--- config.mk ---
export PLATFORM = sky130hd
export DESIGN_NAME = m7_ctrl
export DESIGN_NICKNAME = d
export VERILOG_FILES = /design/src/rtl/ppu_pkg.sv /design/src/rtl/m7_mpy.sv /design/src/rtl/m7_ctrl.sv
export SDC_FILE = /design/constraint.sdc
export NUM_CORES = 1
export LEC_CHECK = 0
export CAP_MARGIN = 40
export CORE_MARGIN = 2
export CORE_UTILIZATION = 55
export DETAILED_ROUTE_END_ITERATION = 6
export GPL_ROUTABILITY_DRIVEN = 0
export PLACE_DENSITY = 0.77
export SYNTH_ARGS = -nofsm -noshare
export SYNTH_HDL_FRONTEND = slang
export SYNTH_SLANG_ARGS = --single-unit
export TNS_END_PERCENT = 50
--- constraint.sdc ---
create_clock -name clk -period 14.9 [get_ports clk]
set_input_delay 2.98 -clock clk [delete_from_list [all_inputs] [get_ports clk]]
set_output_delay 2.98 -clock clk [all_outputs]
set_load 0.1 [all_outputs]
--- src/rtl/ppu_pkg.sv ---
// ppu_pkg: shared PPU definitions for the Mode 7 register controller.
// Holds the B-bus register offsets (relative to $2100) that the Mode 7 block
// decodes, and the parameter bundle type used for both the staging and the
// committed copies of the Mode 7 state.
package ppu_pkg;

  localparam logic [7:0] M7HOFS_ADDR = 8'h0D;
  localparam logic [7:0] M7VOFS_ADDR = 8'h0E;
  localparam logic [7:0] M7SEL_ADDR  = 8'h1A;
  localparam logic [7:0] M7A_ADDR    = 8'h1B;
  localparam logic [7:0] M7B_ADDR    = 8'h1C;
  localparam logic [7:0] M7C_ADDR    = 8'h1D;
  localparam logic [7:0] M7D_ADDR    = 8'h1E;
  localparam logic [7:0] M7X_ADDR    = 8'h1F;
  localparam logic [7:0] M7Y_ADDR    = 8'h20;
  localparam logic [7:0] MPYL_ADDR   = 8'h34;
  localparam logic [7:0] MPYM_ADDR   = 8'h35;
  localparam logic [7:0] MPYH_ADDR   = 8'h36;

  typedef struct packed {
    logic [3:0]  sel;    // {screen-over[1:0], yflip, xflip}
    logic [15:0] a;
    logic [15:0] b;
    logic [15:0] c;
    logic [15:0] d;
    logic [12:0] xofs;
    logic [12:0] yofs;
    logic [12:0] xorig;
    logic [12:0] yorig;
  } m7_params_t;

  function automatic logic is_mpy_rd(input logic [7:0] addr);
    return (addr == MPYL_ADDR) || (addr == MPYM_ADDR) || (addr == MPYH_ADDR);
  endfunction

endpackage

--- src/rtl/m7_mpy.sv ---
// m7_mpy: registered signed 16x8 multiplier with load enable.
// Ports:
//   clk, reset   clock and asynchronous active-low reset (clears product)
//   load_i       capture a new product on the next edge
//   a_i          signed 16-bit multiplicand
//   b_i          signed 8-bit multiplier
//   p_o          registered signed 24-bit product (never saturated)
module m7_mpy (
  input  logic        clk,
  input  logic        reset,
  input  logic        load_i,
  input  logic [15:0] a_i,
  input  logic [7:0]  b_i,
  output logic [23:0] p_o
);

  logic [23:0] p_q;
  logic [23:0] p_d;
  logic [23:0] a_ext;
  logic [23:0] b_ext;

  // Sign-extend both operands to the full result width; the low 24 bits of
  // the unsigned product then equal the signed product exactly.
  assign a_ext = {{8{a_i[15]}}, a_i};
  assign b_ext = {{16{b_i[7]}}, b_i};

  always_comb begin
    p_d = p_q;
    if (load_i) begin
      p_d = a_ext * b_ext;
    end
  end

  always_ff @(posedge clk or negedge reset) begin
    if (!reset) begin
      p_q <= '0;
    end else begin
      p_q <= p_d;
    end
  end

  assign p_o = p_q;

endmodule

--- src/rtl/m7_ctrl.sv ---
// m7_ctrl: Mode 7 register controller.
// Decodes CPU writes to the Mode 7 registers through the shared write-twice
// latch into a staging copy, and commits that copy to the bg7 outputs only on
// dot-group boundaries (or at any time outside active display). Also owns the
// signed M7A x M7B-high product read back at $2134-$2136.
// Ports:
//   clk, reset        clock, asynchronous active-low reset
//   reg_we/addr/wdata CPU write strobe, offset from $2100, data
//   rd_addr           read offset; reg_rdata/rd_hit return product bytes
//   dot_ctr, render   sub-dot counter and active-display flag (commit timing)
//   m7sel, m7_a..d, m7_xofs/yofs/xorig/yorig   committed parameters
//   commit_pending    staging copy differs from committed copy
module m7_ctrl
  import ppu_pkg::*;
(
  input  logic        clk,
  input  logic        reset,
  input  logic        reg_we,
  input  logic [7:0]  reg_addr,
  input  logic [7:0]  reg_wdata,
  input  logic [7:0]  rd_addr,
  output logic [7:0]  reg_rdata,
  output logic        rd_hit,
  input  logic [2:0]  dot_ctr,
  input  logic        render,
  output logic [3:0]  m7sel,
  output logic [15:0] m7_a,
  output logic [15:0] m7_b,
  output logic [15:0] m7_c,
  output logic [15:0] m7_d,
  output logic [12:0] m7_xofs,
  output logic [12:0] m7_yofs,
  output logic [12:0] m7_xorig,
  output logic [12:0] m7_yorig,
  output logic        commit_pending
);

  m7_params_t staging_q, staging_d;
  m7_params_t active_q, active_d;
  logic [7:0] old_q, old_d;
  logic       pending_q, pending_d;
  logic [15:0] wval;
  logic       commit;
  logic       mpy_load;
  logic [23:0] mpy;

  assign wval   = {reg_wdata, old_q};
  assign commit = ~render | (dot_ctr == 3'd7);

  always_comb begin
    staging_d = staging_q;
    old_d     = old_q;
    mpy_load  = 1'b0;
    if (reg_we) begin
      case (reg_addr)
        M7HOFS_ADDR: begin staging_d.xofs  = wval[12:0]; old_d = reg_wdata; end
        M7VOFS_ADDR: begin staging_d.yofs  = wval[12:0]; old_d = reg_wdata; end
        // M7SEL bypasses the latch entirely.
        M7SEL_ADDR:  staging_d.sel = {reg_wdata[7:6], reg_wdata[1], reg_wdata[0]};
        M7A_ADDR:    begin staging_d.a = wval; old_d = reg_wdata; mpy_load = 1'b1; end
        M7B_ADDR:    begin staging_d.b = wval; old_d = reg_wdata; mpy_load = 1'b1; end
        M7C_ADDR:    begin staging_d.c = wval; old_d = reg_wdata; end
        M7D_ADDR:    begin staging_d.d = wval; old_d = reg_wdata; end
        M7X_ADDR:    begin staging_d.xorig = wval[12:0]; old_d = reg_wdata; end
        M7Y_ADDR:    begin staging_d.yorig = wval[12:0]; old_d = reg_wdata; end
        default:     ;
      endcase
    end
    // Commit takes the post-write staging value so a write landing on the
    // boundary cycle is not deferred by a whole dot group.
    active_d  = commit ? staging_d : active_q;
    pending_d = (staging_d != active_d);
  end

  always_ff @(posedge clk or negedge reset) begin
    if (!reset) begin
      staging_q <= '0;
      active_q  <= '0;
      old_q     <= '0;
      pending_q <= 1'b0;
    end else begin
      staging_q <= staging_d;
      active_q  <= active_d;
      old_q     <= old_d;
      pending_q <= pending_d;
    end
  end

  // Operands are the post-write staging values of A and B[15:8].
  m7_mpy u_mpy (
    .clk    (clk),
    .reset  (reset),
    .load_i (mpy_load),
    .a_i    (staging_d.a),
    .b_i    (staging_d.b[15:8]),
    .p_o    (mpy)
  );

  always_comb begin
    reg_rdata = 8'h00;
    case (rd_addr)
      MPYL_ADDR: reg_rdata = mpy[7:0];
      MPYM_ADDR: reg_rdata = mpy[15:8];
      MPYH_ADDR: reg_rdata = mpy[23:16];
      default:   reg_rdata = 8'h00;
    endcase
  end

  assign rd_hit         = is_mpy_rd(rd_addr);
  assign m7sel          = active_q.sel;
  assign m7_a           = active_q.a;
  assign m7_b           = active_q.b;
  assign m7_c           = active_q.c;
  assign m7_d           = active_q.d;
  assign m7_xofs        = active_q.xofs;
  assign m7_yofs        = active_q.yofs;
  assign m7_xorig       = active_q.xorig;
  assign m7_yorig       = active_q.yorig;
  assign commit_pending = pending_q;

endmodule

## Word level (Yosys, flattened, before mapping)

Index checks and enable logic that the tools add are counted.

| operators by class | value |
|---|---|
| reduce and logical (&&, ||, !) cells | 5 |
| eq/ne operators | 14 |
| bitwise gates (word level) | 2 |
| $mul | 1 |
| muxes and demuxes | 14 |

Operators by type and width:

| kind | count |
|---|---|
| $mux W120 | 2 |
| $ne A120 B120 Y1 | 1 |
| $mux W16 | 4 |
| $mux W13 | 4 |
| $eq A8 B5 Y1 const B | 6 |
| $eq A8 B6 Y1 const B | 4 |
| $mul A16 B8 Y24 | 1 |
| $pmux W8 S3 | 1 |
| $eq A8 B4 Y1 const B | 2 |
| $reduce_or A8 Y1 | 1 |
| $mux W4 | 1 |
| $eq A3 B3 Y1 const B | 1 |
| $logic_or A1 B1 Y1 | 2 |
| $mux W1 | 2 |
| $reduce_and A2 Y1 | 1 |
| $reduce_or A2 Y1 | 1 |
| $not A1 Y1 | 1 |
| $or A1 B1 Y1 | 1 |

| storage, ports and cells | value |
|---|---|
| logic and storage cells | 57 |
| output and inout bits | 130 |
| register bits | 273 |
| input port bits | 31 |

## Depth between registers and ports, before layout

Gate-level depths: netlist of run 1.

| depth | value |
|---|---|
| depth in word-level cells | 5 |
| mapped depth | 26 |
| gate-level depth less buffers | 22 |

## By module

From an unflattened synthesis of run 1, not the netlist that was laid out.

| unflattened totals | value |
|---|---|
| cell total of the unflattened synthesis | 1740 |
| area, all modules | 17282.8 µm² |

By module, submodules not included:

| module | times used | area each (µm²) | cells each |
|---|---|---|---|
| m7_ctrl | 1 | 11740.0 | 1127 |
| m7_mpy | 1 | 5542.8 | 613 |

## Worst setup path before layout of run 1

No wires, ideal clock.

| path | value |
|---|---|
| path kind | input to register |
| from | input reg_addr[7] |
| to | register u_mpy.p_q[20], in the netlist u_mpy.p_o[20] |
| setup time | 0.069 ns |
| data required time | 14.831 ns |
| arrival | 8.996 ns |
| path buffers | 4 |
| stages | 23 |
| path slack | 5.836 ns |
| cell sequence | or4b_1 -> buf_6 -> nor3_4 -> buf_4 -> buf_2 -> nor2_1 -> a21oi_1 -> clkbuf_1 -> nor2_1 -> fa_1 -> fa_1 -> fa_1 -> inv_1 -> fa_1 -> inv_1 -> ha_1 -> a21o_1 -> a21o_1 -> or3_1 -> nor3_1 -> nor3_1 -> or4_1 -> nand3_1 |

| on the way | value |
|---|---|
| word-level cells in the longest chain between the ends | 4 |

Ends and longest elaborated chain:

| item | RTL line | text |
|---|---|---|
| from (decl) | m7_ctrl.sv:19 | `input logic [7:0] reg_addr,` |
| $eq A8 B5 Y1 | m7_ctrl.sv:55 | `case (reg_addr)` |
| $mux W16 / $reduce_or A2 Y1 (equally long branches) | -- |  |
| $mux W120 / $mux W1 (equally long branches) | m7_ctrl.sv:54, m7_ctrl.sv:55 |  |
| $mul A16 B8 Y24 / $mux W1 (equally long branches) | m7_mpy.sv:30, m7_ctrl.sv:54 |  |
| to (signal assigned) | m7_mpy.sv:38 | `p_q <= p_d;` |
| to (decl) | m7_mpy.sv:17 | `logic [23:0] p_q;` |

Parallel ways exist; a longest one is shown, timed or not.
A chain may end at the register's enable or synchronous reset.

==> reports/results.tsv, run 1 <==
stage	metric	value	unit
min_path	min_to	u_mpy.p_o[18]$_DFFE_PN0P_	
floorplan	ios	161	
outcome	violations	design-rule violations	
drt	dr.pass1.iters	7	
cts	cts_max_level	1	
worst_setup_path	start_kind	input port	
worst_setup_path	critPathKind	input port to register	
sta	slew_violations	0	
yosys	synthCells	1790	
floorplan	start_util	0.562	
cts	ctsResizeCount	0	
sta	fin_skew	0.00871	ns
power_and_ir_drop	leakage	11.0	nW
worst_setup_path	critPathMaxFanout	31	
cells_and_area	diodes	0	
sta	setup_violations	0	
flow_run	max_cap_violations	0	
sta	worst_pin_slew	0.913	ns
cts	cts-root-buf	clkbuf_16	
min_path	hp-start	u_mpy.p_o[18]$_DFFE_PN0P_	
sta	fin_hold_ws	0.479	ns
power_and_ir_drop	peakVddDrop	86.0	uV
sta	period_share	0.671	
yosys	synth_enable_flop_cells	0	
worst_setup_path	reg2reg_slack	8.70	ns
place	preCtsSetupSlack	4.53	ns
grt	antenna_found_initial	1	
cts	ctsHoldBuffers	0	
cells_and_area	synthToLayoutAreaGrowth	30.2	%
yosys	synth.cell_area	17300	sq um
cts	cts_tree	done	
cells_and_area	utilization	0.731	
sta	finalSetupTns	0	ns
grt	track_usage	0.332	
cts	cts_setup_buffers	0	
power_and_ir_drop	powerDensity	102	nW/um^2
floorplan	core	30800	sq um
grt	grt_max_degree	73	
yosys	yosysUniqueCellTypes	74	
cells_and_area	fin_area	22500	sq um
worst_setup_path	cp.required	15.39	ns
sta	period_minus_slack	9.99	ns
worst_setup_path	reg2reg_depth	17	
drt	wl	54200	um
grt	grt_pass1_wl	85400	um
worst_setup_path	reg2reg_to	u_mpy.p_o[23]$_DFFE_PN0P_	
cts	clk_pin_slew	0.06	ns
sta	slew_headroom	0.374	
cells_and_area	final_cell_mix	dfrtp_1, inv_1, nor2_1	
place	dp_hpwl	40000	um
yosys	yosysWarnings	0	
drt	viasPerCell	6.13	
cells_and_area	final_cells	2480	
yosys	ys_seq_area_frac	0.395	
yosys	syn_nets	1969	
yosys	synth_area_per_cell	9.67	sq um
yosys	synth-main-ff-cell	dfrtp_1	
grt	grt_pass1_vias	15327	
sta	max_freq	100	MHz
worst_setup_path	end_kind	register	
floorplan	rows	64	
drt	antenna_left	0	
drt	vias	15206	
worst_setup_path	r2r-start	old_q[2]$_DFFE_PN0P_	
drt	drc	8	
min_path	hold_path_depth	2	
grt	overflow	0	
drt	wl_per_cell	21.9	um
place	port_buffers	160	
cts	clock-sinks	273	
yosys	synthArstFlopShare	1.00	
min_path	hp-class	register to register	
place	dp.cells	2424	
place	place_area	21400	sq um
yosys	synth-seq-cells	273	
cells_and_area	drive_gt1_frac	0.145	
sta	hold_viol	0	
cells_and_area	fin_nets	2239	
cts	clock_path_buffers	3	
floorplan	dieArea	32900	sq um
floorplan	die_y	181	um
sta	fin_ws	4.91	ns
cells_and_area	final_common_cell	dfrtp_1	
outcome	status	finished, violations left	
sta	grt_setup_unrepaired	no	
power_and_ir_drop	p_total	2.31	mW
cts	clk-insertion-delay-late	0.56	ns
cts	cts_made_buffers	30	
worst_setup_path	arrival	10.49	ns
drt	first_iter_violations	1790	
floorplan	die-width	181	um
worst max path at each step:
stage | startpoint | to | slack, ns | cells past startpoint
floorplan | reg_addr[7] | u_mpy.p_o[20]$_DFFE_PN0P_ | 5.84 | 23
global placement | reg_addr[4] | u_mpy.p_o[20]$_DFFE_PN0P_ | 4.55 | 22
detailed placement | reg_addr[7] | u_mpy.p_o[20]$_DFFE_PN0P_ | 4.53 | 23
CTS | reg_addr[7] | u_mpy.p_o[20]$_DFFE_PN0P_ | 5.05 | 23
global route | reg_addr[7] | u_mpy.p_o[20]$_DFFE_PN0P_ | 4.52 | 23
finish | reg_addr[7] | u_mpy.p_o[20]$_DFFE_PN0P_ | 4.91 | 23
cell families after synthesis:
family,share of synthesized area
AO/OA/AOI/OAI,0.116
XOR/XNOR,0.0374
adder cells (fa/ha/maj),0.152
buffers and inverters,0.0782
flip-flops,0.395
multiplexers,0.0816
AND/OR/NAND/NOR,0.141
sequential cells by signal, indices dropped and copies added (netlist names):
| name | count |
|---|---|
| m7_b | 16 |
| commit_pending | 1 |
| m7_d | 16 |
| m7_xofs | 13 |
| m7sel | 4 |
| m7_yofs | 13 |
| u_mpy.p_o | 24 |
| old_q | 8 |
| m7_c | 16 |
| m7_a | 16 |
| m7_xorig | 13 |
| m7_yorig | 13 |
| staging_q | 120 |
report_power, final:
part / switching, mW / internal [mW] / total, mW
Combinational: 0.384 / 0.207 / 0.592
Sequential: 0.0719 / 0.787 / 0.859
Clock: 0.319 / 0.539 / 0.858
area by class of cell:
| class | instances | area [sq um] |
|---|---|---|
| clock buffer | 41 | 853 |
| timing repair buffer | 328 | 3980 |
| sequential | 273 | 6830 |
| clock inverter | 15 | 289 |
| inverter | 255 | 957 |
| tap | 396 | 495 |
| fill | 2004 | 8280 |
| multi-input combinational | 1172 | 9150 |
cell usage after synthesis, types with 5 or more instances:
| cell type | count | area share |
|---|---|---|
| a2111oi_0 | 10 | 0.0051 |
| a211oi_1 | 5 | 0.0022 |
| a21o_1 | 9 | 0.0039 |
| a21oi_1 | 133 | 0.038 |
| a22oi_1 | 7 | 0.0030 |
| a31oi_1 | 12 | 0.0043 |
| and2_1 | 12 | 0.0043 |
| and3_1 | 6 | 0.0022 |
| buf_1 | 6 | 0.0013 |
| buf_2 | 8 | 0.0023 |
| clkbuf_1 | 69 | 0.015 |
| dfrtp_1 | 273 | 0.39 |
| fa_1 | 103 | 0.12 |
| ha_1 | 45 | 0.033 |
| inv_1 | 251 | 0.054 |
| mux2_2 | 57 | 0.037 |
| mux2i_1 | 77 | 0.045 |
| nand2_1 | 89 | 0.019 |
| nand2b_1 | 11 | 0.0040 |
| nand3_1 | 20 | 0.0058 |
| nand3b_1 | 8 | 0.0035 |
| nand4_1 | 36 | 0.013 |
| nor2_1 | 243 | 0.053 |
| nor2b_1 | 11 | 0.0040 |
| nor3_1 | 10 | 0.0029 |
| nor3b_1 | 8 | 0.0035 |
| nor4_1 | 11 | 0.0040 |
| o211ai_1 | 9 | 0.0039 |
| o21a_1 | 5 | 0.0022 |
| o21ai_0 | 28 | 0.0081 |
| o22ai_1 | 16 | 0.0058 |
| o311ai_0 | 5 | 0.0025 |
| o31ai_1 | 22 | 0.0095 |
| or2_2 | 5 | 0.0018 |
| or3_1 | 6 | 0.0022 |
| or4_1 | 5 | 0.0022 |
| xnor2_1 | 45 | 0.023 |
| xor2_1 | 29 | 0.015 |
per-layer routing:
metal / global-route usage / routed length (um) / up-vias
met1: 0.436 / 20200 / 7514
met3: 0.0676 / 5770 / 201
met5: 0 / 13 / -
met2: 0.537 / 25700 / 946
li1: - / - / 6543
met4: 0.149 / 2520 / 2
worst max-delay path, stage by stage:
cell and delay [ns]:
clkdlybuf4s50_1 0.48, or4b_1 0.54, buf_4 0.29, nor3_4 0.23, buf_4 0.36, mux2i_1 0.76
clkinv_1 0.51, nand2_1 0.18, fa_1 0.45, fa_1 0.55, inv_1 0.05, fa_1 0.49
inv_1 0.05, fa_1 0.47, inv_1 0.04, ha_1 0.28, o21ai_0 0.11, a21boi_0 0.23
o21a_1 0.25, nor3_1 0.35, nor3_1 0.17, or4_1 0.52, nand3_1 0.09
Note: power is estimated with default switching activity, not from simulation.
==> inputs of run 2 (changes only) <==
clock period = 10.05 ns   (was 14.9 ns; I/O delays follow)
==> run 2 against run 1 <==
  * The run now ends clean
  * Critical path type unchanged
  * Core utilization decreased by 0.21 points
  * Global-route usage decreased by 0.58 points
  * Largest power group unchanged
  * Clock power increased by 32%
  * Sequential power increased by 46%
  * Via count decreased by 2.2%
  * Hold slack improved by 0.0065 ns
  * Critical endpoint is now u_mpy.p_o[23]$_DFFE_PN0P_
  * Clock-buffer cell count increased by 2
==> reports/results.tsv, run 2 (synthesis results as in run 1) <==
stage	metric	value	unit
floorplan	rows	64	
sta	fin_ws	1.31	ns
worst_setup_path	critPathMaxFanout	12	
drt	antenna_left	0	
flow_run	max_cap_violations	0	
worst_setup_path	critPathKind	input port to register	
sta	grt_setup_unrepaired	no	
power_and_ir_drop	powerDensity	146	nW/um^2
cts	clk_pin_slew	0.06	ns
power_and_ir_drop	leakage	11.0	nW
cts	cts_setup_buffers	0	
floorplan	dieArea	32900	sq um
floorplan	core	30800	sq um
sta	max_freq	114	MHz
cells_and_area	largest_reg_flops	120	
sta	slew_headroom	0.314	
cts	ctsResizeCount	0	
place	preCtsSetupSlack	0.629	ns
cts	cts_tree	done	
sta	fin_skew	0.0159	ns
drt	dr.pass1.iters	7	
grt	overflow	0	
grt	grt_pass1_vias	15090	
sta	worst_pin_slew	1.03	ns
cells_and_area	fin_nets	2246	
drt	first_iter_violations	1383	
cts	cts_max_level	1	
sta	period_share	0.870	
cells_and_area	drive_gt1_frac	0.146	
grt	grt_max_degree	108	
grt	grt_pass1_wl	83500	um
worst_setup_path	end_kind	register	
cells_and_area	multiInputGateArea	9150	sq um
cells_and_area	synthToLayoutAreaGrowth	29.9	%
cts	clock_path_buffers	3	
outcome	status	finished clean	
min_path	hp-class	register to register	
floorplan	ios	161	
drt	viasPerCell	5.98	
cells_and_area	regArea	6830	sq um
worst_setup_path	reg2reg_depth	19	
floorplan	die-width	181	um
worst_setup_path	r2r-start	old_q[5]$_DFFE_PN0P_	
sta	fin_hold_ws	0.485	ns
drt	drc	0	
power_and_ir_drop	peakVddDrop	143	uV
cts	clk-insertion-delay-late	0.57	ns
place	dp_hpwl	39300	um
cts	cts-root-buf	clkbuf_16	
power_and_ir_drop	p_total	3.29	mW
cells_and_area	n_fill_cell	2085	
drt	wl	53500	um
cells_and_area	diodes	0	
sta	period_minus_slack	8.74	ns
sta	slew_violations	0	
worst_setup_path	arrival	9.20	ns
drt	vias	14865	
cts	cts_made_buffers	29	
cells_and_area	regMostFlops	staging_q	
worst_setup_path	reg2reg_slack	4.19	ns
cells_and_area	final_cell_mix	dfrtp_1, inv_1, nor2_1	
drt	wl_per_cell	21.5	um
floorplan	die_y	181	um
worst_setup_path	reg2reg_to	u_mpy.p_o[23]$_DFFE_PN0P_	
min_path	hold_path_depth	2	
floorplan	start_util	0.562	
sta	setup_violations	0	
grt	track_usage	0.326	
cts	clock-sinks	273	
place	port_buffers	160	
grt	antenna_found_initial	0	
cells_and_area	final_common_cell	dfrtp_1	
cts	ctsHoldBuffers	0	
worst_setup_path	start_kind	input port	
sta	hold_viol	0	
worst_setup_path	cp.required	10.50	ns
worst_setup_path	crit_start	reg_addr[7]	
sta	finalSetupTns	0	ns
worst_setup_path	cp-endpoint	u_mpy.p_o[23]$_DFFE_PN0P_	
run 2: worst min path at each step:
stage / startpoint / to / slack (ns)
6_report: u_mpy.p_o[1]$_DFFE_PN0P_ / u_mpy.p_o[1]$_DFFE_PN0P_ / 0.49
5_1_grt: u_mpy.p_o[18]$_DFFE_PN0P_ / u_mpy.p_o[18]$_DFFE_PN0P_ / 0.51
4_1_cts: u_mpy.p_o[1]$_DFFE_PN0P_ / u_mpy.p_o[1]$_DFFE_PN0P_ / 0.48
3_5_place_dp: u_mpy.p_o[1]$_DFFE_PN0P_ / u_mpy.p_o[1]$_DFFE_PN0P_ / 0.46
3_3_place_gp: u_mpy.p_o[1]$_DFFE_PN0P_ / u_mpy.p_o[1]$_DFFE_PN0P_ / 0.46
2_1_floorplan: u_mpy.p_o[1]$_DFFE_PN0P_ / u_mpy.p_o[1]$_DFFE_PN0P_ / 0.44
run 2: where the power goes:
part | switching [mW] | total [mW] | internal (mW)
combinational | 0.588 | 0.900 | 0.313
clock | 0.454 | 1.13 | 0.680
sequential | 0.0871 | 1.25 | 1.17
run 2: cell type report:
class | count | share of cell area
repair buffers | 336 | 0.180
flip-flops and latches | 273 | 0.304
well taps | 396 | 0.0220
multi-input cells | 1172 | 0.407
inverters | 255 | 0.0426
clock inverters | 10 | 0.00751
clock buffers | 43 | 0.0373
run 2: critical path, stage by stage:
cell	delay, ns
clkdlybuf4s50_1	0.52
or4b_1	0.78
nor3_2	0.70
buf_4	0.36
mux2i_1	0.22
buf_4	0.19
inv_1	0.11
nor2_1	0.14
fa_1	0.45
fa_1	0.40
fa_1	0.51
inv_1	0.05
fa_1	0.47
inv_1	0.04
ha_1	0.31
a21oi_1	0.26
o21ai_0	0.22
a31oi_1	0.26
o21ai_0	0.24
a211oi_1	0.59
o31ai_1	0.12
a211oi_1	0.23
run 2: layer usage:
| metal | track usage | share of wire | vias up |
|---|---|---|---|
| met4 | 0.145 | 0.049 | 0 |
| met1 | 0.426 | 0.38 | 7358 |
| met5 | 0 | 0 | - |
| met3 | 0.0646 | 0.093 | 190 |
| li1 | - | - | 6530 |
| met2 | 0.532 | 0.48 | 787 |
run 2: per-stage QoR:
| step | util | cell area [sq um] | cells |
|---|---|---|---|
| after floorplan | - | 17300 | 1790 |
| after global placement | 0.627 | 19300 | 2295 |
| after detailed placement | 0.696 | 21500 | 2430 |
| after CTS | 0.729 | 22500 | 2483 |
| after global routing | 0.729 | 22500 | 2485 |
| final | 0.729 | 22500 | 2485 |
==> inputs of run 3 (changes only) <==
CTS_BUF_LIST = sky130_fd_sc_hd__clkbuf_4   (was unset)
SLEW_MARGIN = 20   (was unset)
==> run 3 against run 2 <==
  * Worst setup slack improved by 0.11 ns
  * Final area barely moved
  * Sequential power barely moved
  * Core utilization barely moved
  * Die area did not move
  * Largest cell class unchanged
==> reports/results.tsv, run 3 (synthesis results as in run 1) <==
stage	metric	value	unit
cells_and_area	fin_area	22500	sq um
drt	viasPerCell	6.00	
cts	clk-insertion-delay-late	0.75	ns
power_and_ir_drop	powerDensity	141	nW/um^2
cells_and_area	regMostFlops	staging_q	
sta	period_minus_slack	8.64	ns
worst_setup_path	reg2reg_slack	4.19	ns
cells_and_area	drive_gt1_frac	0.175	
drt	vias	15349	
worst_setup_path	arrival	9.23	ns
place	dp_hpwl	39300	um
worst_setup_path	critPathMaxFanout	12	
drt	antenna_left	0	
worst_setup_path	crit_path_frequent_cell	fa_1	
sta	setup_violations	0	
grt	overflow	0	
power_and_ir_drop	peakVddDrop	102	uV
grt	grt_max_degree	108	
outcome	status	finished clean	
cts	cts_max_level	3	
sta	period_share	0.859	
sta	fin_skew	0.0811	ns
cells_and_area	multiInputGateArea	9150	sq um
cts	ctsResizeCount	0	
cells_and_area	largest_reg_flops	120	
sta	max_freq	116	MHz
cts	clock-sinks	273	
sta	slew_violations	0	
cells_and_area	final_common_cell	dfrtp_1	
worst_setup_path	cpLargestDelayFamily	adder cells	
sta	grt_setup_unrepaired	no	
cts	clock_path_buffers	3	
drt	first_iter_violations	1707	
place	port_buffers	160	
floorplan	die-width	181	um
place	place_area	21500	sq um
power_and_ir_drop	leakage	11.1	nW
grt	track_usage	0.330	
worst_setup_path	cp.required	10.64	ns
worst_setup_path	end_kind	register	
floorplan	rows	64	
sta	hold_viol	0	
worst_setup_path	start_kind	input port	
worst_setup_path	critPathKind	input port to register	
cts	cts_tree	done	
worst_setup_path	cp_slowest_stage_delay	0.79	ns
floorplan	die_y	181	um
floorplan	ios	161	
worst_setup_path	slowest_stage	or4b_1	
grt	grt_pass1_vias	15351	
cells_and_area	n_fill_cell	2098	
cts	cts_made_buffers	74	
floorplan	start_util	0.562	
worst_setup_path	worst-path-buf-inv	6	
cells_and_area	synthToLayoutAreaGrowth	29.9	%
cells_and_area	final_cell_mix	dfrtp_1, inv_1, nor2_1	
drt	wl	54100	um
grt	antenna_found_initial	2	
cells_and_area	regArea	6830	sq um
drt	drc	0	
sta	slew_headroom	0.394	
cts	cts-root-buf	clkbuf_4	
floorplan	core	30800	sq um
worst_setup_path	crit_chain	clkdlybuf4s50_1, or4b_1, nor3_2, buf_4, mux2i_1, buf_4, inv_1, nor2_1, fa_1, fa_1, fa_1, inv_1, fa_1, inv_1, ha_1, a21oi_1, o21ai_0, a31oi_1, o21ai_0, a2111oi_0, nor3_1, nand3b_1	
sta	finalSetupTns	0	ns
min_path	hp-class	register to register	
cells_and_area	fin_nets	2297	
sta	worst_pin_slew	0.901	ns
cts	cts_setup_buffers	0	
drt	wl_per_cell	21.1	um
cts	clk_pin_slew	0.06	ns
cts	ctsHoldBuffers	0	
floorplan	dieArea	32900	sq um
drt	dr.pass1.iters	6	
flow_run	max_cap_violations	0	
grt	grt_pass1_wl	84400	um
==> run 3: cell count changes in the layout (fill, tap and decap cells not counted), sizes merged <==
| cell | change |
|---|---|
| diode | +1 |
| clkinvlp | +2 |
| clkinv | -1 |
| inv | +3 |
| bufinv | -3 |
| buf | +5 |
| dlymetal6s2s | +1 |
| clkbuf | +64 |
==> run 3: per-layer routing <==
layer  global-route usage  wire length, um
met1                0.426            20100
met2                0.518            25400
met3               0.0866             5880
met4                0.165             2650
met5                    0                0
==> run 3: final cells by class <==
type / count / area share
Antenna cell: 1 / 0.000111
Clock buffer: 107 / 0.0357
Clock inverter: 11 / 0.00434
Inverter: 255 / 0.0426
Multi-Input combinational cell: 1172 / 0.407
Sequential cell: 273 / 0.304
Tap cell: 396 / 0.0220
Timing Repair Buffer: 342 / 0.185
==> run 3: through the flow <==
| step | worst slack, ns | power [mW] | util | hold slack [ns] | std cells |
|---|---|---|---|---|---|
| after floorplan | 1.96 | 1.76 | - | 0.438 | 1790 |
| after global placement | 0.935 | 2.01 | 0.627 | 0.461 | 2295 |
| after detailed placement | 0.597 | 2.15 | 0.696 | 0.462 | 2430 |
| after CTS | 1.32 | 3.15 | 0.725 | 0.482 | 2548 |
| after global routing | 1.05 | 3.28 | 0.729 | 0.506 | 2557 |
| final | 1.41 | 3.16 | 0.729 | 0.492 | 2557 |
==> run 3: tightest hold or removal path, delay by kind of cell (launching register included) <==
family / cells / cell delay (ns)
DFF: 1 / 0.36
and+or+nand+nor: 2 / 0.10
==> run 3: power breakdown <==
group | internal, mW | switching (mW)
Combinational | 0.316 | 0.588
Sequential | 1.17 | 0.0879
Clock | 0.514 | 0.491
Total | 2.00 | 1.17
==> run 3: path summary, 6_finish.rpt <==
path,to,startpoint,depth (start not counted)
setup / recovery,u_mpy.p_o[21]$_DFFE_PN0P_,reg_addr[7],22
min in group asynchronous,m7_yofs[3]$_DFF_PN0_,reset,1
hold / removal,u_mpy.p_o[2]$_DFFE_PN0P_,u_mpy.p_o[2]$_DFFE_PN0P_,2
hold reg to reg,u_mpy.p_o[2]$_DFFE_PN0P_,u_mpy.p_o[2]$_DFFE_PN0P_,2
max in group asynchronous,m7sel[2]$_DFF_PN0_,reset,3
setup reg to reg,u_mpy.p_o[21]$_DFFE_PN0P_,old_q[5]$_DFFE_PN0P_,19
